File: config.mk
export PLATFORM = sky130hd
export DESIGN_NAME = riscv_dmem_reqq_flat
export DESIGN_NICKNAME = d
export VERILOG_FILES = /design/src/rtl/riscv_dmem_reqq_if.sv /design/src/rtl/riscv_dmem_reqq.sv /design/src/flat_wrapper.sv
export SDC_FILE = /design/constraint.sdc
export NUM_CORES = 1
export LEC_CHECK = 0
export CAP_MARGIN = 30
export CORE_ASPECT_RATIO = 0.7
export CORE_MARGIN = 5
export CORE_UTILIZATION = 55
export CTS_CLUSTER_SIZE = 24
export DETAILED_ROUTE_END_ITERATION = 10
export PLACE_DENSITY = 0.81
export SETUP_SLACK_MARGIN = 0.05
export SYNTH_ARGS = -nofsm -noshare
export SYNTH_HDL_FRONTEND = slang
export SYNTH_SLANG_ARGS = --single-unit
export TNS_END_PERCENT = 50
File: constraint.sdc
create_clock -name clk_i -period 15.5 [get_ports clk_i]
set_clock_uncertainty 0.1 [all_clocks]
set_input_delay 1.55 -clock clk_i [delete_from_list [all_inputs] [get_ports clk_i]]
set_output_delay 1.55 -clock clk_i [all_outputs]
set_load 0.02 [all_outputs]
File: src/rtl/riscv_dmem_reqq_if.sv
`default_nettype none
// ============================================================================
//  Module   : riscv_dmem_reqq_if
//  Purpose  : Bundle of the CPU-side enqueue port, the downstream issue port
//             and the retire/status port of the data-memory request queue.
//  Params   : XLEN - address/data width
//             OW   - width of the outstanding counter,
//                    $clog2(MAX_OUTSTANDING+1) of the attached queue
//  Modports : master - memory stage / BIU environment driving the queue
//             slave  - the request queue itself
//  Ports    : enqueue  req_i adr_i size_i lock_i prot_i we_i d_i -> rdy_o
//             flush    flush_i
//             issue    req_o adr_o size_o lock_o prot_o we_o d_o <- stall_i
//             complete ack_i err_i q_i
//             retire   ack_o err_o misaligned_o q_o
//             status   empty_o full_o outstanding_o
//  Revision : 1.0 - initial release
// ============================================================================
interface riscv_dmem_reqq_if #(
   parameter int XLEN = 32,
   parameter int OW   = 2
);
   // size encoding: 0 BYTE, 1 HWORD, 2 WORD, 3 DWORD; prot is 3 opaque bits
   logic            req_i;
   logic [XLEN-1:0] adr_i;
   logic [1:0]      size_i;
   logic            lock_i;
   logic [2:0]      prot_i;
   logic            we_i;
   logic [XLEN-1:0] d_i;
   logic            rdy_o;
   logic            flush_i;

   logic            req_o;
   logic [XLEN-1:0] adr_o;
   logic [1:0]      size_o;
   logic            lock_o;
   logic [2:0]      prot_o;
   logic            we_o;
   logic [XLEN-1:0] d_o;
   logic            stall_i;

   logic            ack_i;
   logic            err_i;
   logic [XLEN-1:0] q_i;

   logic            ack_o;
   logic            err_o;
   logic            misaligned_o;
   logic [XLEN-1:0] q_o;
   logic            empty_o;
   logic            full_o;
   logic [OW-1:0]   outstanding_o;

   modport master (
      output req_i, adr_i, size_i, lock_i, prot_i, we_i, d_i, flush_i,
             stall_i, ack_i, err_i, q_i,
      input  rdy_o, req_o, adr_o, size_o, lock_o, prot_o, we_o, d_o,
             ack_o, err_o, misaligned_o, q_o, empty_o, full_o, outstanding_o
   );

   modport slave (
      input  req_i, adr_i, size_i, lock_i, prot_i, we_i, d_i, flush_i,
             stall_i, ack_i, err_i, q_i,
      output rdy_o, req_o, adr_o, size_o, lock_o, prot_o, we_o, d_o,
             ack_o, err_o, misaligned_o, q_o, empty_o, full_o, outstanding_o
   );
endinterface
`default_nettype wire

File: src/rtl/riscv_dmem_reqq.sv
`default_nettype none
// ============================================================================
//  Module   : riscv_dmem_reqq
//  Purpose  : In-order data-memory request queue between the CPU memory stage
//             and the data-cache/BIU. Circular buffer with separate enqueue,
//             issue and retire pointers, up to MAX_OUTSTANDING issued but
//             unretired requests, flush of unissued entries, and local
//             in-order retirement of misaligned requests.
//  Params   : XLEN (32), DEPTH (4, power of 2, >=2),
//             MAX_OUTSTANDING (2, 1..DEPTH)
//  Ports    : clk_i  - clock, rising edge
//             rst_i  - synchronous active-high reset
//             bus    - riscv_dmem_reqq_if.slave (enqueue, issue, retire,
//                      flush and status signals)
//  Revision : 1.0 - initial release
// ============================================================================
module riscv_dmem_reqq #(
   parameter int XLEN            = 32,
   parameter int DEPTH           = 4,
   parameter int MAX_OUTSTANDING = 2
) (
   input  logic                clk_i,
   input  logic                rst_i,
   riscv_dmem_reqq_if.slave    bus
);
   localparam int c_ptr_w = $clog2(DEPTH);
   localparam int c_cnt_w = $clog2(DEPTH + 1);
   localparam int c_os_w  = $clog2(MAX_OUTSTANDING + 1);

   localparam logic [c_ptr_w-1:0] c_ptr_one = c_ptr_w'(1);
   localparam logic [c_cnt_w-1:0] c_cnt_one = c_cnt_w'(1);
   localparam logic [c_cnt_w-1:0] c_depth   = c_cnt_w'(DEPTH);
   localparam logic [c_os_w-1:0]  c_os_one  = c_os_w'(1);
   localparam logic [c_os_w-1:0]  c_max_os  = c_os_w'(MAX_OUTSTANDING);

   localparam logic [1:0] c_size_hword = 2'd1;
   localparam logic [1:0] c_size_word  = 2'd2;
   localparam logic [1:0] c_size_dword = 2'd3;

   // entry storage
   logic [XLEN-1:0] r_adr  [DEPTH];
   logic [1:0]      r_size [DEPTH];
   logic            r_lock [DEPTH];
   logic [2:0]      r_prot [DEPTH];
   logic            r_we   [DEPTH];
   logic [XLEN-1:0] r_d    [DEPTH];
   logic            r_mis  [DEPTH];

   logic [c_ptr_w-1:0] r_wr_ptr;
   logic [c_ptr_w-1:0] r_iss_ptr;
   logic [c_ptr_w-1:0] r_ret_ptr;
   logic [c_cnt_w-1:0] r_cnt;
   logic [c_os_w-1:0]  r_inflight;
   // a locked access may only be in flight alone, so one flag suffices
   logic               r_lock_os;

   logic               r_ack;
   logic               r_err;
   logic               r_mis_ret;
   logic [XLEN-1:0]    r_q;

   logic [c_cnt_w-1:0] w_pend;
   logic               w_pend_nz;
   logic               w_os_zero;
   logic               w_head_mis;
   logic               w_head_lock;
   logic               w_full;
   logic               w_enq;
   logic               w_enq_mis;
   logic               w_req;
   logic               w_issue;
   logic               w_mis_ret;
   logic               w_retire;
   logic [c_cnt_w-1:0] w_cnt_nxt;
   logic [c_os_w-1:0]  w_inflight_nxt;

   assign w_pend      = r_cnt - c_cnt_w'(r_inflight);
   assign w_pend_nz   = (w_pend != '0);
   assign w_os_zero   = (r_inflight == '0);
   assign w_head_mis  = r_mis[r_iss_ptr];
   assign w_head_lock = r_lock[r_iss_ptr];
   assign w_full      = (r_cnt == c_depth);

   // rdy_o depends on state only, so a request arriving while full is lost
   // even when a retire frees a slot in the same cycle
   assign w_enq = bus.req_i & ~w_full & ~bus.flush_i;

   assign w_req = w_pend_nz & (r_inflight < c_max_os) & ~w_head_mis &
                  ~bus.flush_i & ~r_lock_os & (~w_head_lock | w_os_zero);
   assign w_issue = w_req & ~bus.stall_i;

   // waiting for an empty pipe keeps the local retire in program order
   assign w_mis_ret = w_pend_nz & w_head_mis & w_os_zero & ~bus.flush_i;
   assign w_retire  = (bus.ack_i | bus.err_i) & ~w_os_zero;

   always_comb begin
      w_enq_mis = 1'b0;
      case (bus.size_i)
         c_size_hword: w_enq_mis = bus.adr_i[0];
         c_size_word:  w_enq_mis = |bus.adr_i[1:0];
         c_size_dword: w_enq_mis = |bus.adr_i[2:0];
         default:      w_enq_mis = 1'b0;
      endcase
   end

   always_comb begin
      w_inflight_nxt = r_inflight;
      if (w_issue)  w_inflight_nxt = w_inflight_nxt + c_os_one;
      if (w_retire) w_inflight_nxt = w_inflight_nxt - c_os_one;

      w_cnt_nxt = r_cnt;
      if (w_enq)     w_cnt_nxt = w_cnt_nxt + c_cnt_one;
      if (w_retire)  w_cnt_nxt = w_cnt_nxt - c_cnt_one;
      if (w_mis_ret) w_cnt_nxt = w_cnt_nxt - c_cnt_one;
      // flush keeps only in-flight entries; a concurrent completion still retires
      if (bus.flush_i)
         w_cnt_nxt = c_cnt_w'(r_inflight) - (w_retire ? c_cnt_one : '0);
   end

   always_ff @(posedge clk_i) begin
      if (rst_i) begin
         for (int i = 0; i < DEPTH; i++) begin
            r_adr[i]  <= '0;
            r_size[i] <= '0;
            r_lock[i] <= 1'b0;
            r_prot[i] <= '0;
            r_we[i]   <= 1'b0;
            r_d[i]    <= '0;
            r_mis[i]  <= 1'b0;
         end
      end else if (w_enq) begin
         r_adr[r_wr_ptr]  <= bus.adr_i;
         r_size[r_wr_ptr] <= bus.size_i;
         r_lock[r_wr_ptr] <= bus.lock_i;
         r_prot[r_wr_ptr] <= bus.prot_i;
         r_we[r_wr_ptr]   <= bus.we_i;
         r_d[r_wr_ptr]    <= bus.d_i;
         r_mis[r_wr_ptr]  <= w_enq_mis;
      end
   end

   always_ff @(posedge clk_i) begin
      if (rst_i) begin
         r_wr_ptr   <= '0;
         r_iss_ptr  <= '0;
         r_ret_ptr  <= '0;
         r_cnt      <= '0;
         r_inflight <= '0;
         r_lock_os  <= 1'b0;
         r_ack      <= 1'b0;
         r_err      <= 1'b0;
         r_mis_ret  <= 1'b0;
         r_q        <= '0;
      end else begin
         if (bus.flush_i)
            r_wr_ptr <= r_iss_ptr;
         else if (w_enq)
            r_wr_ptr <= r_wr_ptr + c_ptr_one;

         if (w_issue | w_mis_ret)
            r_iss_ptr <= r_iss_ptr + c_ptr_one;
         if (w_retire | w_mis_ret)
            r_ret_ptr <= r_ret_ptr + c_ptr_one;

         r_cnt      <= w_cnt_nxt;
         r_inflight <= w_inflight_nxt;

         if (w_issue & w_head_lock)
            r_lock_os <= 1'b1;
         else if (w_retire)
            r_lock_os <= 1'b0;

         // err wins when both completion strobes arrive together
         r_ack     <= w_retire & ~bus.err_i;
         r_err     <= w_retire & bus.err_i;
         r_mis_ret <= w_mis_ret;
         if (w_retire & ~bus.err_i)
            r_q <= bus.q_i;
      end
   end

   assign bus.rdy_o         = ~w_full;
   assign bus.full_o        = w_full;
   assign bus.empty_o       = (r_cnt == '0);
   assign bus.outstanding_o = r_inflight;

   assign bus.req_o  = w_req;
   assign bus.adr_o  = r_adr[r_iss_ptr];
   assign bus.size_o = r_size[r_iss_ptr];
   assign bus.lock_o = r_lock[r_iss_ptr];
   assign bus.prot_o = r_prot[r_iss_ptr];
   assign bus.we_o   = r_we[r_iss_ptr];
   assign bus.d_o    = r_d[r_iss_ptr];

   assign bus.ack_o        = r_ack;
   assign bus.err_o        = r_err;
   assign bus.misaligned_o = r_mis_ret;
   assign bus.q_o          = r_q;
endmodule
`default_nettype wire

File: src/flat_wrapper.sv
// flat-port wrapper written by rule: the top's interface ports become plain ports
module riscv_dmem_reqq_flat 
#(
   parameter int XLEN            = 32,
   parameter int DEPTH           = 4,
   parameter int MAX_OUTSTANDING = 2
)
  (clk_i, rst_i, bus_req_i, bus_adr_i, bus_size_i, bus_lock_i, bus_prot_i, bus_we_i, bus_d_i, bus_flush_i, bus_stall_i, bus_ack_i, bus_err_i, bus_q_i, bus_rdy_o, bus_req_o, bus_adr_o, bus_size_o, bus_lock_o, bus_prot_o, bus_we_o, bus_d_o, bus_ack_o, bus_err_o, bus_misaligned_o, bus_q_o, bus_empty_o, bus_full_o, bus_outstanding_o);
  riscv_dmem_reqq_if #(.XLEN(XLEN), .OW(2)) bus_i ();
  input  logic clk_i;
  input  logic rst_i;
  input wire logic [$bits(bus_i.req_i)-1:0] bus_req_i;
  input wire logic [$bits(bus_i.adr_i)-1:0] bus_adr_i;
  input wire logic [$bits(bus_i.size_i)-1:0] bus_size_i;
  input wire logic [$bits(bus_i.lock_i)-1:0] bus_lock_i;
  input wire logic [$bits(bus_i.prot_i)-1:0] bus_prot_i;
  input wire logic [$bits(bus_i.we_i)-1:0] bus_we_i;
  input wire logic [$bits(bus_i.d_i)-1:0] bus_d_i;
  input wire logic [$bits(bus_i.flush_i)-1:0] bus_flush_i;
  input wire logic [$bits(bus_i.stall_i)-1:0] bus_stall_i;
  input wire logic [$bits(bus_i.ack_i)-1:0] bus_ack_i;
  input wire logic [$bits(bus_i.err_i)-1:0] bus_err_i;
  input wire logic [$bits(bus_i.q_i)-1:0] bus_q_i;
  output wire logic [$bits(bus_i.rdy_o)-1:0] bus_rdy_o;
  output wire logic [$bits(bus_i.req_o)-1:0] bus_req_o;
  output wire logic [$bits(bus_i.adr_o)-1:0] bus_adr_o;
  output wire logic [$bits(bus_i.size_o)-1:0] bus_size_o;
  output wire logic [$bits(bus_i.lock_o)-1:0] bus_lock_o;
  output wire logic [$bits(bus_i.prot_o)-1:0] bus_prot_o;
  output wire logic [$bits(bus_i.we_o)-1:0] bus_we_o;
  output wire logic [$bits(bus_i.d_o)-1:0] bus_d_o;
  output wire logic [$bits(bus_i.ack_o)-1:0] bus_ack_o;
  output wire logic [$bits(bus_i.err_o)-1:0] bus_err_o;
  output wire logic [$bits(bus_i.misaligned_o)-1:0] bus_misaligned_o;
  output wire logic [$bits(bus_i.q_o)-1:0] bus_q_o;
  output wire logic [$bits(bus_i.empty_o)-1:0] bus_empty_o;
  output wire logic [$bits(bus_i.full_o)-1:0] bus_full_o;
  output wire logic [$bits(bus_i.outstanding_o)-1:0] bus_outstanding_o;
  assign bus_i.req_i = bus_req_i;
  assign bus_i.adr_i = bus_adr_i;
  assign bus_i.size_i = bus_size_i;
  assign bus_i.lock_i = bus_lock_i;
  assign bus_i.prot_i = bus_prot_i;
  assign bus_i.we_i = bus_we_i;
  assign bus_i.d_i = bus_d_i;
  assign bus_i.flush_i = bus_flush_i;
  assign bus_i.stall_i = bus_stall_i;
  assign bus_i.ack_i = bus_ack_i;
  assign bus_i.err_i = bus_err_i;
  assign bus_i.q_i = bus_q_i;
  assign bus_rdy_o = bus_i.rdy_o;
  assign bus_req_o = bus_i.req_o;
  assign bus_adr_o = bus_i.adr_o;
  assign bus_size_o = bus_i.size_o;
  assign bus_lock_o = bus_i.lock_o;
  assign bus_prot_o = bus_i.prot_o;
  assign bus_we_o = bus_i.we_o;
  assign bus_d_o = bus_i.d_o;
  assign bus_ack_o = bus_i.ack_o;
  assign bus_err_o = bus_i.err_o;
  assign bus_misaligned_o = bus_i.misaligned_o;
  assign bus_q_o = bus_i.q_o;
  assign bus_empty_o = bus_i.empty_o;
  assign bus_full_o = bus_i.full_o;
  assign bus_outstanding_o = bus_i.outstanding_o;
  riscv_dmem_reqq #(.XLEN(XLEN), .DEPTH(DEPTH), .MAX_OUTSTANDING(MAX_OUTSTANDING)) u_core (.clk_i(clk_i), .rst_i(rst_i), .bus(bus_i));
endmodule
==> results.sh <==
export IMPL_outcome="finished clean"
export IMPL_p_leak_nw=6.69
export IMPL_synth_common_cells="edfxtp_1, nor2_1, nand2_1, inv_1"
export IMPL_syn_nets=1150
export IMPL_dieArea_sq_mm=0.0291
export IMPL_clk_path_buf_depth=3
export IMPL_hold_path_class="reg -> reg"
export IMPL_arrival_ns=4.03
export IMPL_fin_nets=1358
export IMPL_cts_made_buffers=34
export IMPL_clk_latency_ns=0.49
export IMPL_cts_tree="built"
export IMPL_drive_gt1_share_pct=12.3
export IMPL_fin_tns_setup_ns=0
export IMPL_synth_distinct_cells=46
export IMPL_ys_ff_latch=335
export IMPL_holdBufCountCts=0
export IMPL_antenna_left=0
export IMPL_dr_first_iter_drc_count=566
export IMPL_period_share_pct=36.7
export IMPL_antennaDiodeCount=0
export IMPL_grt_pass1_vias=9275
export IMPL_required_ns=13.85
export IMPL_dpl_hpwl_um=19600
export IMPL_wire_per_inst_um=20.5
export IMPL_grt_overflow=0
export IMPL_core_area_sq_mm=0.0255
export IMPL_io_buffers=221
export IMPL_synthTopCellsByArea="edfxtp_1, mux4_2, dfxtp_1"
export IMPL_grtUsageTotal_pct=22.6
export IMPL_regArea_sq_mm=0.00960
export IMPL_synth_area_per_cell_sq_um=13.7
export IMPL_multi_input_area_sq_mm=0.00408
export IMPL_grt_max_degree=73
export IMPL_synthFlopType="edfxtp_1"
export IMPL_worst_setup_path_end_kind="primary output"
export IMPL_worstPathMaxFanout=18
export IMPL_tightest_slew_ns=0.959
export IMPL_synth_edff_count=288
export IMPL_setup_viol=0
export IMPL_htreeDepth=2
export IMPL_ioPinCount=222
export IMPL_max_slew_margin_rel_pct=36.1
export IMPL_dr_total_vias=8715
export IMPL_clock_sinks=335
export IMPL_drv_slew=0
export IMPL_root_buffer="clkbuf_16"
export IMPL_final_hold_viol_count=0
export IMPL_ctsResizeCount=0
export IMPL_yosysTopAreaCellShare_pct=61.0
export IMPL_grt_pass1_wl_um=51300
export IMPL_synthCells=1031
export IMPL_post_route_drc_count=0
export IMPL_rows=49
export IMPL_critPathLaunchType="input pin"
export IMPL_place_gp_congestion=0.745
export IMPL_rsz0062_at_grt="no"
export IMPL_antenna_found_initial=1
export IMPL_fill_cells=1734
export IMPL_die_w_um=202
export IMPL_dr_pass1_iters=5
export IMPL_powerDensity_mw_per_mm2=139
export IMPL_die_y_um=144
export IMPL_path_clk_slew_ns=0.06
export IMPL_vias_per_cell=5.47
export IMPL_initial_core_util_pct=55.6
export IMPL_worst_setup_path_type="in -> out"
export IMPL_post_cts_setup_buffers=0
export IMPL_maxCapViolCount=0
export IMPL_fmax_ghz=0.176
export IMPL_async_flop_share_pct=0
export IMPL_netlist_area_sq_mm=0.0142
export IMPL_ys_seq_area_share_pct=67.7
export IMPL_synth_most_common_cell="edfxtp_1"
export IMPL_synth_area_leader_cell="edfxtp_1"
export IMPL_drt_wl_total_um=32700
export IMPL_layout_area_overhead_vs_synth_pct=26.3
export IMPL_min_period_ns=5.68
export IMPL_ir_worst_vdd_mv=0.0773
export IMPL_yosys_warnings=0
export IMPL_p_total_mw=2.49
export IMPL_fin_util_pct=70.2
==> sequential cells by signal, summed over array words and instances, names as in the netlist, 2 cells and up, named ones only <==
name,cells
u_core.bus.outstanding_o,2
u_core.bus.q_o,32
u_core.r_adr,128
u_core.r_cnt,3
u_core.r_d,128
u_core.r_iss_ptr,2
u_core.r_lock,4
u_core.r_mis,4
u_core.r_prot,12
u_core.r_size,8
u_core.r_we,4
u_core.r_wr_ptr,2
==> final cells by class <==
| type | instances | share of cell area [%] |
|---|---|---|
| repair buffers | 236 | 13.2 |
| flip-flops and latches | 335 | 53.6 |
| multi-input cells | 552 | 22.8 |
| inverters | 80 | 1.68 |
| clock buffers | 41 | 5.08 |
| clock inverters | 19 | 1.27 |
| well taps | 331 | 2.31 |
==> cells in the final DEF, fill, tap and decap left out, types with 5 or more instances in the layout <==
cell / netlist / final
clkinv_2: 0 / 6
xnor2_1: 8 / 8
clkdlybuf4s50_1: 0 / 221
edfxtp_1: 288 / 288
a21oi_1: 40 / 40
inv_1: 80 / 80
dfxtp_1: 47 / 45
and2_1: 71 / 71
nor2_1: 158 / 158
bufinv_16: 0 / 5
mux4_2: 71 / 71
clkinv_1: 0 / 5
clkbuf_16: 0 / 35
ha_1: 9 / 9
clkbuf_1: 42 / 5
buf_4: 0 / 13
nand2_1: 144 / 143
==> kinds of logic after synthesis <==
group	count (synthesis)	synth area share [%]
compound gates	61	2.86
fa+ha+maj	9	0.795
xor+xnor	11	0.777
buf+inv	144	4.01
mux	74	11.5
flops	335	67.7
simple gates	397	12.4
==> worst max-delay path, stage by stage <==
cell and delay (ns):
clkdlybuf4s50_1 0.87, a311oi_4 0.57, nor4b_1 0.33, clkdlybuf4s50_1 0.69
==> final timing paths <==
path	cells past startpoint	start	slack, ns	endpoint
min	2	u_core.bus.q_o[22]	0.35	u_core.bus.q_o[22]
min reg2reg	2	u_core.bus.q_o[22]	0.35	u_core.bus.q_o[22]
max	4	bus_flush_i	9.82	bus_req_o
max reg2reg	7	u_core.r_cnt[0]	12.26	u_core.r_prot[3][1]
==> where the power goes <==
part           switching, mW  internal, mW  total (mW)
registers             0.0384          1.05        1.09
clock network          0.335         0.503       0.838
logic                  0.301         0.267       0.568
total                  0.674          1.82        2.49
==> metal layers <==
metal | share of wire (%) | global-route usage, % | wire, um
met2 | 48 | 37.1 | 15800
met3 | 8.9 | 6.28 | 2910
met1 | 42 | 31.5 | 13700
met5 | 0.021 | 0 | 7
met4 | 1.0 | 3.16 | 329
==> metrics by stage <==
stage | std cells | worst slack [ns] | cell area (sq um) | hold WS [ns]
global route | 1594 | 9.65 | 17900 | 0.367
detailed placement | 1534 | 9.83 | 16800 | 0.346
CTS | 1594 | 9.80 | 17900 | 0.354
finish | 1594 | 9.82 | 17900 | 0.352
global placement | 1532 | 9.86 | 16700 | 0.340
floorplan | 1031 | 7.41 | 14200 | 0.363
No activity file was read; power rests on OpenSTA's default activity.
